`src/rtl/pipe_pkg.sv`:
```
// Shared widths and control-bus bit positions for the pipeline stage registers.
// Every stage instance uses these so the control fields line up from stage to stage.
package pipe_pkg;

  localparam int PIPE_DATA_W = 64;
  localparam int PIPE_CTRL_W = 8;

  localparam int CTRL_REGWRITE     = 0;
  localparam int CTRL_MEMREAD      = 1;
  localparam int CTRL_MEMWRITE     = 2;
  localparam int CTRL_MEMTOREG_LSB = 3;
  localparam int CTRL_MEMTOREG_MSB = 4;

  // True when a control word would change architectural state downstream.
  function automatic logic ctrl_has_side_effect(input logic [PIPE_CTRL_W-1:0] ctrl);
    return ctrl[CTRL_REGWRITE] | ctrl[CTRL_MEMWRITE];
  endfunction

endpackage

```
`src/rtl/pipe_slot.sv`:
```
// One storage entry of a stage register: valid flag, payload and control word.
// Flush beats load, and it also zeroes the control word so a squashed slot is a clean bubble.
module pipe_slot
  import pipe_pkg::*;
#(
  parameter int DATA_W = PIPE_DATA_W,
  parameter int CTRL_W = PIPE_CTRL_W
) (
  input  logic              clk,
  input  logic              rst_n,
  input  logic              load,
  input  logic              clear,
  input  logic              flush,
  input  logic [DATA_W-1:0] d_data,
  input  logic [CTRL_W-1:0] d_ctrl,
  output logic              valid,
  output logic [DATA_W-1:0] data,
  output logic [CTRL_W-1:0] ctrl
);

  logic              valid_d, valid_q;
  logic [DATA_W-1:0] data_d,  data_q;
  logic [CTRL_W-1:0] ctrl_d,  ctrl_q;

  // NOTE: every variable gets a default at the top of always_comb so no path infers a latch.
  always_comb begin
    valid_d = valid_q;
    data_d  = data_q;
    ctrl_d  = ctrl_q;
    if (flush) begin
      valid_d = 1'b0;
      ctrl_d  = '0;
    end else if (load) begin
      valid_d = 1'b1;
      data_d  = d_data;
      ctrl_d  = d_ctrl;
    end else if (clear) begin
      valid_d = 1'b0;
    end
  end

  // NOTE: sequential state uses non-blocking assignments so all flops update together at the edge.
  always_ff @(posedge clk or negedge rst_n) begin
    if (!rst_n) begin
      valid_q <= 1'b0;
      data_q  <= '0;
      ctrl_q  <= '0;
    end else begin
      valid_q <= valid_d;
      data_q  <= data_d;
      ctrl_q  <= ctrl_d;
    end
  end

  assign valid = valid_q;
  assign data  = data_q;
  assign ctrl  = ctrl_q;

endmodule

```
`src/rtl/pipe_stage_reg.sv`:
```
// Generic valid/ready inter-stage register for the 5-stage pipeline, with an optional
// skid entry that keeps the upstream ready fully registered at full throughput.
module pipe_stage_reg
  import pipe_pkg::*;
#(
  parameter int DATA_W = PIPE_DATA_W,
  parameter int CTRL_W = PIPE_CTRL_W,
  parameter int SKID   = 1
) (
  input  logic              clk,
  input  logic              reset,
  input  logic              iValid,
  output logic              oInReady,
  input  logic [DATA_W-1:0] iData,
  input  logic [CTRL_W-1:0] iCtrl,
  input  logic              iFlush,
  output logic              oValid,
  input  logic              iOutReady,
  output logic [DATA_W-1:0] oData,
  output logic [CTRL_W-1:0] oCtrl,
  output logic [1:0]        oCount
);

  logic              m_valid, s_valid;
  logic [DATA_W-1:0] m_data,  s_data,  m_in_data;
  logic [CTRL_W-1:0] m_ctrl,  s_ctrl,  m_in_ctrl;
  logic              m_load, m_clear, m_from_s, s_load, s_clear;
  logic              m_valid_d, s_valid_d;
  logic              accept, emit;
  logic [1:0]        count_d, count_q;

  assign accept = iValid & oInReady;
  assign emit   = m_valid & iOutReady;

  always_comb begin
    m_load    = 1'b0;
    m_clear   = 1'b0;
    m_from_s  = 1'b0;
    s_load    = 1'b0;
    s_clear   = 1'b0;
    m_valid_d = m_valid;
    s_valid_d = s_valid;
    if (SKID != 0) begin
      if (!m_valid) begin
        if (accept) begin
          m_load    = 1'b1;
          m_valid_d = 1'b1;
        end
      end else if (s_valid) begin
        // S drains into M first; upstream is held off, so nothing can arrive this cycle.
        if (emit) begin
          m_load    = 1'b1;
          m_from_s  = 1'b1;
          s_clear   = 1'b1;
          s_valid_d = 1'b0;
        end
      end else if (emit && accept) begin
        m_load = 1'b1;
      end else if (emit) begin
        m_clear   = 1'b1;
        m_valid_d = 1'b0;
      end else if (accept) begin
        s_load    = 1'b1;
        s_valid_d = 1'b1;
      end
    end else begin
      if (accept) begin
        m_load    = 1'b1;
        m_valid_d = 1'b1;
      end else if (emit) begin
        m_clear   = 1'b1;
        m_valid_d = 1'b0;
      end
    end
    if (iFlush) begin
      m_valid_d = 1'b0;
      s_valid_d = 1'b0;
    end
    count_d = {1'b0, m_valid_d} + {1'b0, s_valid_d};
  end

  assign m_in_data = m_from_s ? s_data : iData;
  assign m_in_ctrl = m_from_s ? s_ctrl : iCtrl;

  pipe_slot #(.DATA_W(DATA_W), .CTRL_W(CTRL_W)) u_m (
    .clk    (clk),
    .rst_n  (reset),
    .load   (m_load),
    .clear  (m_clear),
    .flush  (iFlush),
    .d_data (m_in_data),
    .d_ctrl (m_in_ctrl),
    .valid  (m_valid),
    .data   (m_data),
    .ctrl   (m_ctrl)
  );

  generate
    if (SKID != 0) begin : g_skid
      logic in_ready_d, in_ready_q;

      assign in_ready_d = ~s_valid_d;

      pipe_slot #(.DATA_W(DATA_W), .CTRL_W(CTRL_W)) u_s (
        .clk    (clk),
        .rst_n  (reset),
        .load   (s_load),
        .clear  (s_clear),
        .flush  (iFlush),
        .d_data (iData),
        .d_ctrl (iCtrl),
        .valid  (s_valid),
        .data   (s_data),
        .ctrl   (s_ctrl)
      );

      always_ff @(posedge clk or negedge reset) begin
        if (!reset) in_ready_q <= 1'b1;
        else        in_ready_q <= in_ready_d;
      end

      assign oInReady = in_ready_q;
    end else begin : g_single
      assign s_valid  = 1'b0;
      assign s_data   = '0;
      assign s_ctrl   = '0;
      assign oInReady = ~m_valid | iOutReady;
    end
  endgenerate

  always_ff @(posedge clk or negedge reset) begin
    if (!reset) count_q <= 2'd0;
    else        count_q <= count_d;
  end

  assign oValid = m_valid;
  assign oData  = m_data;
  assign oCtrl  = m_valid ? m_ctrl : '0;
  assign oCount = count_q;

endmodule

```
`config.mk`:
```
export PLATFORM = sky130hd
export DESIGN_NAME = pipe_stage_reg
export DESIGN_NICKNAME = d
export VERILOG_FILES = /design/src/rtl/pipe_pkg.sv /design/src/rtl/pipe_slot.sv /design/src/rtl/pipe_stage_reg.sv
export SDC_FILE = /design/constraint.sdc
export NUM_CORES = 1
export LEC_CHECK = 0
export CAP_MARGIN = 20
export CORE_AREA = 2 2 124 126
export CTS_BUF_LIST = sky130_fd_sc_hd__clkbuf_2
export DETAILED_ROUTE_END_ITERATION = 10
export DIE_AREA = 0 0 126 128
export DONT_BUFFER_PORTS = 1
export PLACE_DENSITY = 0.6
export SYNTH_ARGS = -nofsm -noshare
export SYNTH_HDL_FRONTEND = slang
export SYNTH_SLANG_ARGS = --single-unit
```
`constraint.sdc`:
```
create_clock -name clk -period 1.6 [get_ports clk]
set_input_delay 0.32 -clock clk [delete_from_list [all_inputs] [get_ports clk]]
set_output_delay 0.32 -clock clk [all_outputs]
set_load 0.005 [all_outputs]
```
==> results.yml, run 1 <==
synth:
  synth_area_um2: 6570
  synth_compound_area_share_pct: 3.08
  ys.flop_type: "dfrtp_1"
  synth_edf_count: 0
  synth_simple_gate_area_share_pct: 1.52
  synth_cell_type_count: 26
  synth_top_family_by_area: "multiplexers"
  async_flop_share_pct: 100
  ys_ff_latch: 149
  synth_mux_area_share_pct: 34.5
  synthXorXnorAreaFrac_pct: 0
  synth_adder_area_share_pct: 0.190
  synth_seq_area_share_pct: 56.7
  netlist_instances: 417
  ys_warn_count: 0
  syn-num-nets: 495
  avgSynthCellArea_um2: 15.8
power_and_ir_drop:
  power_density_nw_per_um2: 996
  ir_drop_uv: 559
  power.total_mw: 9.14
  leakage_nw: 4.24
layout:
  finalNonFillerCells: 755
  final_common_cell: "dfrtp_1"
  fillCellCount: 1102
  area_growth_pct: 39.5
  drive_gt1_share_pct: 56.0
  nets: 632
  fin_area_um2: 9170
  final_cell_mix: "147 x dfrtp_1, 142 x mux2_4, 73 x dlygate4sd3_1"
  final_core_util_pct: 61.7
cts:
  tritoncts: "done"
  clk_latency_ns: 0.72
  clock_path_buffers: 2
  cts_buffers: 17
  numClockSinks: 149
  h-tree-depth: 4
  clockRootBuffer: "clkbuf_2"
  clk_pin_slew_ns: 0.22
global_routing:
  grt_antenna_before_repair: 1
  grt_pass1_vias: 4277
  grt_pass1_wl_um: 24200
  grt_use_total_pct: 19.2
  grt_max_degree: 150
  grt-ovfl-total: 0
floorplanning:
  die-area_um2: 16100
  die_h_um: 128
  start_util_pct: 44.2
  ios: 153
  core-area_um2: 14900
  rows: 45
  die-width_um: 126
detailed_routing:
  drc: 0
  drt-met1-wl_um: 6780
  drt-total-wl_um: 15700
  dr_wl_met3_um: 959
  drt-initial-drc-count: 131
  firstDrtPassIters: 4
  dr.max_layer_used: "met4"
  ant_nets: 0
  num_vias: 4000
  routed_via_density: 5.30
  wl_per_cell_um: 20.8
  met2_length_um: 7760
run_status:
  outcome: "complete, but fails checks"
  violations: "hold timing, setup timing"
place:
  io_buffers: 0
  finalWeightedCongestion: 0.694
  dpl_cell_area_um2: 6970
  dp_hpwl_um: 8590
  post-place-cells: 608
critical_path:
  worstSetupPathType: "register to register"
  cp_top_family: "flip-flops"
  crit_fanout: 6
  path_cells: "nand2_2, nor4bb_4, buf_6, clkbuf_16, mux2_4"
  worstPathRequired_ns: 2.21
  cp_slowest_cell: "dfstp_2"
  max_stage_delay_ns: 0.63
  critPathLaunchType: "register"
  cp.buffers_inverters: 2
  crit_path_end_kind: "register"
  critPathArrivalTime_ns: 2.48
sta:
  whs_ns: -0.750
  clock_skew_ns: 0.0333
  fin_crit_sh_pct: 117
  setup_viol: 153
  hold_viol: 162
  fin_ws_ns: -0.266
  max_slew.worst_pin.slew_ns: 0.544
  period_needed_ns: 1.87
  max_freq_ghz: 0.536
  slew_headroom_pct: 63.8
  drv_slew: 0
  rsz0062_at_grt: "yes"
worst_hold_path:
  hp-class: "input port to async pin"
flow_run:
  max-cap-violations: 0
==> cells in the mapped netlist, drive strengths merged, types with 2 or more instances <==
cell type  number  share of area (%)
buf            17                2.2
mux2          200                 35
clkbuf          9                1.6
and2            8               0.76
inv             2               0.11
a22o           16                2.1
dfrtp         148                 56
a211oi          2               0.23
a21oi           2               0.15
==> what timing repair did <==
item / CTS / global route
setup buffers: 19 / 14
endpoints found under the setup margin: 147 / 191
hold buffers: 72 / 1
gates cloned: 11 / 6
resized for setup: 143 / 54
pin swaps: 2 / 14
endpoints found under the hold margin: 298 / 172
==> kinds of logic after synthesis <==
logic type      Yosys count
fa+ha+maj                 1
simple gates             14
mux                     200
flops                   149
buf+inv                  28
compound gates           25
==> final cells by class <==
type,count,area [um^2],share of cell area (%)
flip-flops and latches,149,3730,40.7
multi-input cells,240,3180,34.6
repair buffers,144,1830,20.0
well taps,188,235,2.57
clock buffers,19,95.1,1.04
clock inverters,12,88.8,0.969
inverters,2,7.51,0.0819
diodes,1,2.50,0.0273
==> flip-flops by register name (all words and copies together), names as in the netlist <==
| register | count |
|---|---|
| g_skid.u_s.ctrl | 8 |
| g_skid.u_s.data | 64 |
| g_skid.u_s.valid | 1 |
| oCount | 2 |
| oInReady | 1 |
| u_m.ctrl | 8 |
| u_m.data | 64 |
| u_m.valid | 1 |
==> worst reg2reg max path: cells and delay by family, from the launching register on <==
family	cells	cell delay, ns
AND/OR/NAND/NOR	2	0.42
flip-flops	1	0.63
multiplexers	1	0.29
buffers and inverters	2	0.41
==> metal layers <==
metal / vias up / global-route usage [%]
met2: 112 / 30.4
met3: 19 / 6.93
met5: - / 0
met4: 0 / 5.62
li1: 1793 / -
met1: 2076 / 25.0
==> worst paths after layout <==
| path | startpoint | depth (start not counted) | endpoint | slack, ns |
|---|---|---|---|---|
| setup / recovery | oInReady$_DFF_PN1_ | 5 | g_skid.u_s.data[10]$_DFFE_PN0P_ | -0.27 |
| hold / removal | reset | 0 | u_m.data[53]$_DFFE_PN0P_ | -0.75 |
| setup reg to reg | oInReady$_DFF_PN1_ | 5 | g_skid.u_s.data[10]$_DFFE_PN0P_ | -0.27 |
| hold reg to reg | g_skid.u_s.ctrl[1]$_DFFE_PN0P_ | 1 | g_skid.u_s.ctrl[1]$_DFFE_PN0P_ | 0.53 |
| max in group asynchronous | reset | 0 | u_m.data[26]$_DFFE_PN0P_ | 2.07 |
| min in group clk | iFlush | 1 | u_m.valid$_DFFE_PN0P_ | -0.36 |
==> power breakdown <==
| group | total (mW) | switching, mW | internal, mW |
|---|---|---|---|
| Sequential | 5.22 | 0.598 | 4.62 |
| Clock | 1.85 | 1.32 | 0.533 |
| Combinational | 2.07 | 0.522 | 1.55 |
==> stage by stage <==
| step | hold WS (ns) | TNS, ns | setup WS, ns |
|---|---|---|---|
| final | -0.750 | -30.67 | -0.266 |
| after global routing | -0.871 | -41.03 | -0.341 |
| after CTS | -0.843 | -27.01 | -0.269 |
| after detailed placement | 0.0281 | -19.31 | -0.215 |
| after global placement | 0.0277 | -18.24 | -0.207 |
| after floorplan | 0.0244 | -13.71 | -0.137 |
Note: power is estimated with default switching activity, not from simulation.
==> run 2, diff against run 1 <==
--- a/config.mk
+++ b/config.mk
@@ -5,13 +5,13 @@
 export SDC_FILE = /design/constraint.sdc
 export NUM_CORES = 1
 export LEC_CHECK = 0
+export ABC_CLOCK_PERIOD_IN_PS = 1600
 export CAP_MARGIN = 20
 export CORE_AREA = 2 2 124 126
 export CTS_BUF_LIST = sky130_fd_sc_hd__clkbuf_2
 export DETAILED_ROUTE_END_ITERATION = 10
 export DIE_AREA = 0 0 126 128
 export DONT_BUFFER_PORTS = 1
-export PLACE_DENSITY = 0.6
 export SYNTH_ARGS = -nofsm -noshare
 export SYNTH_HDL_FRONTEND = slang
 export SYNTH_SLANG_ARGS = --single-unit
==> results of run 2 <==
The final DEF is identical to that of run 1; final timing and power are the same.
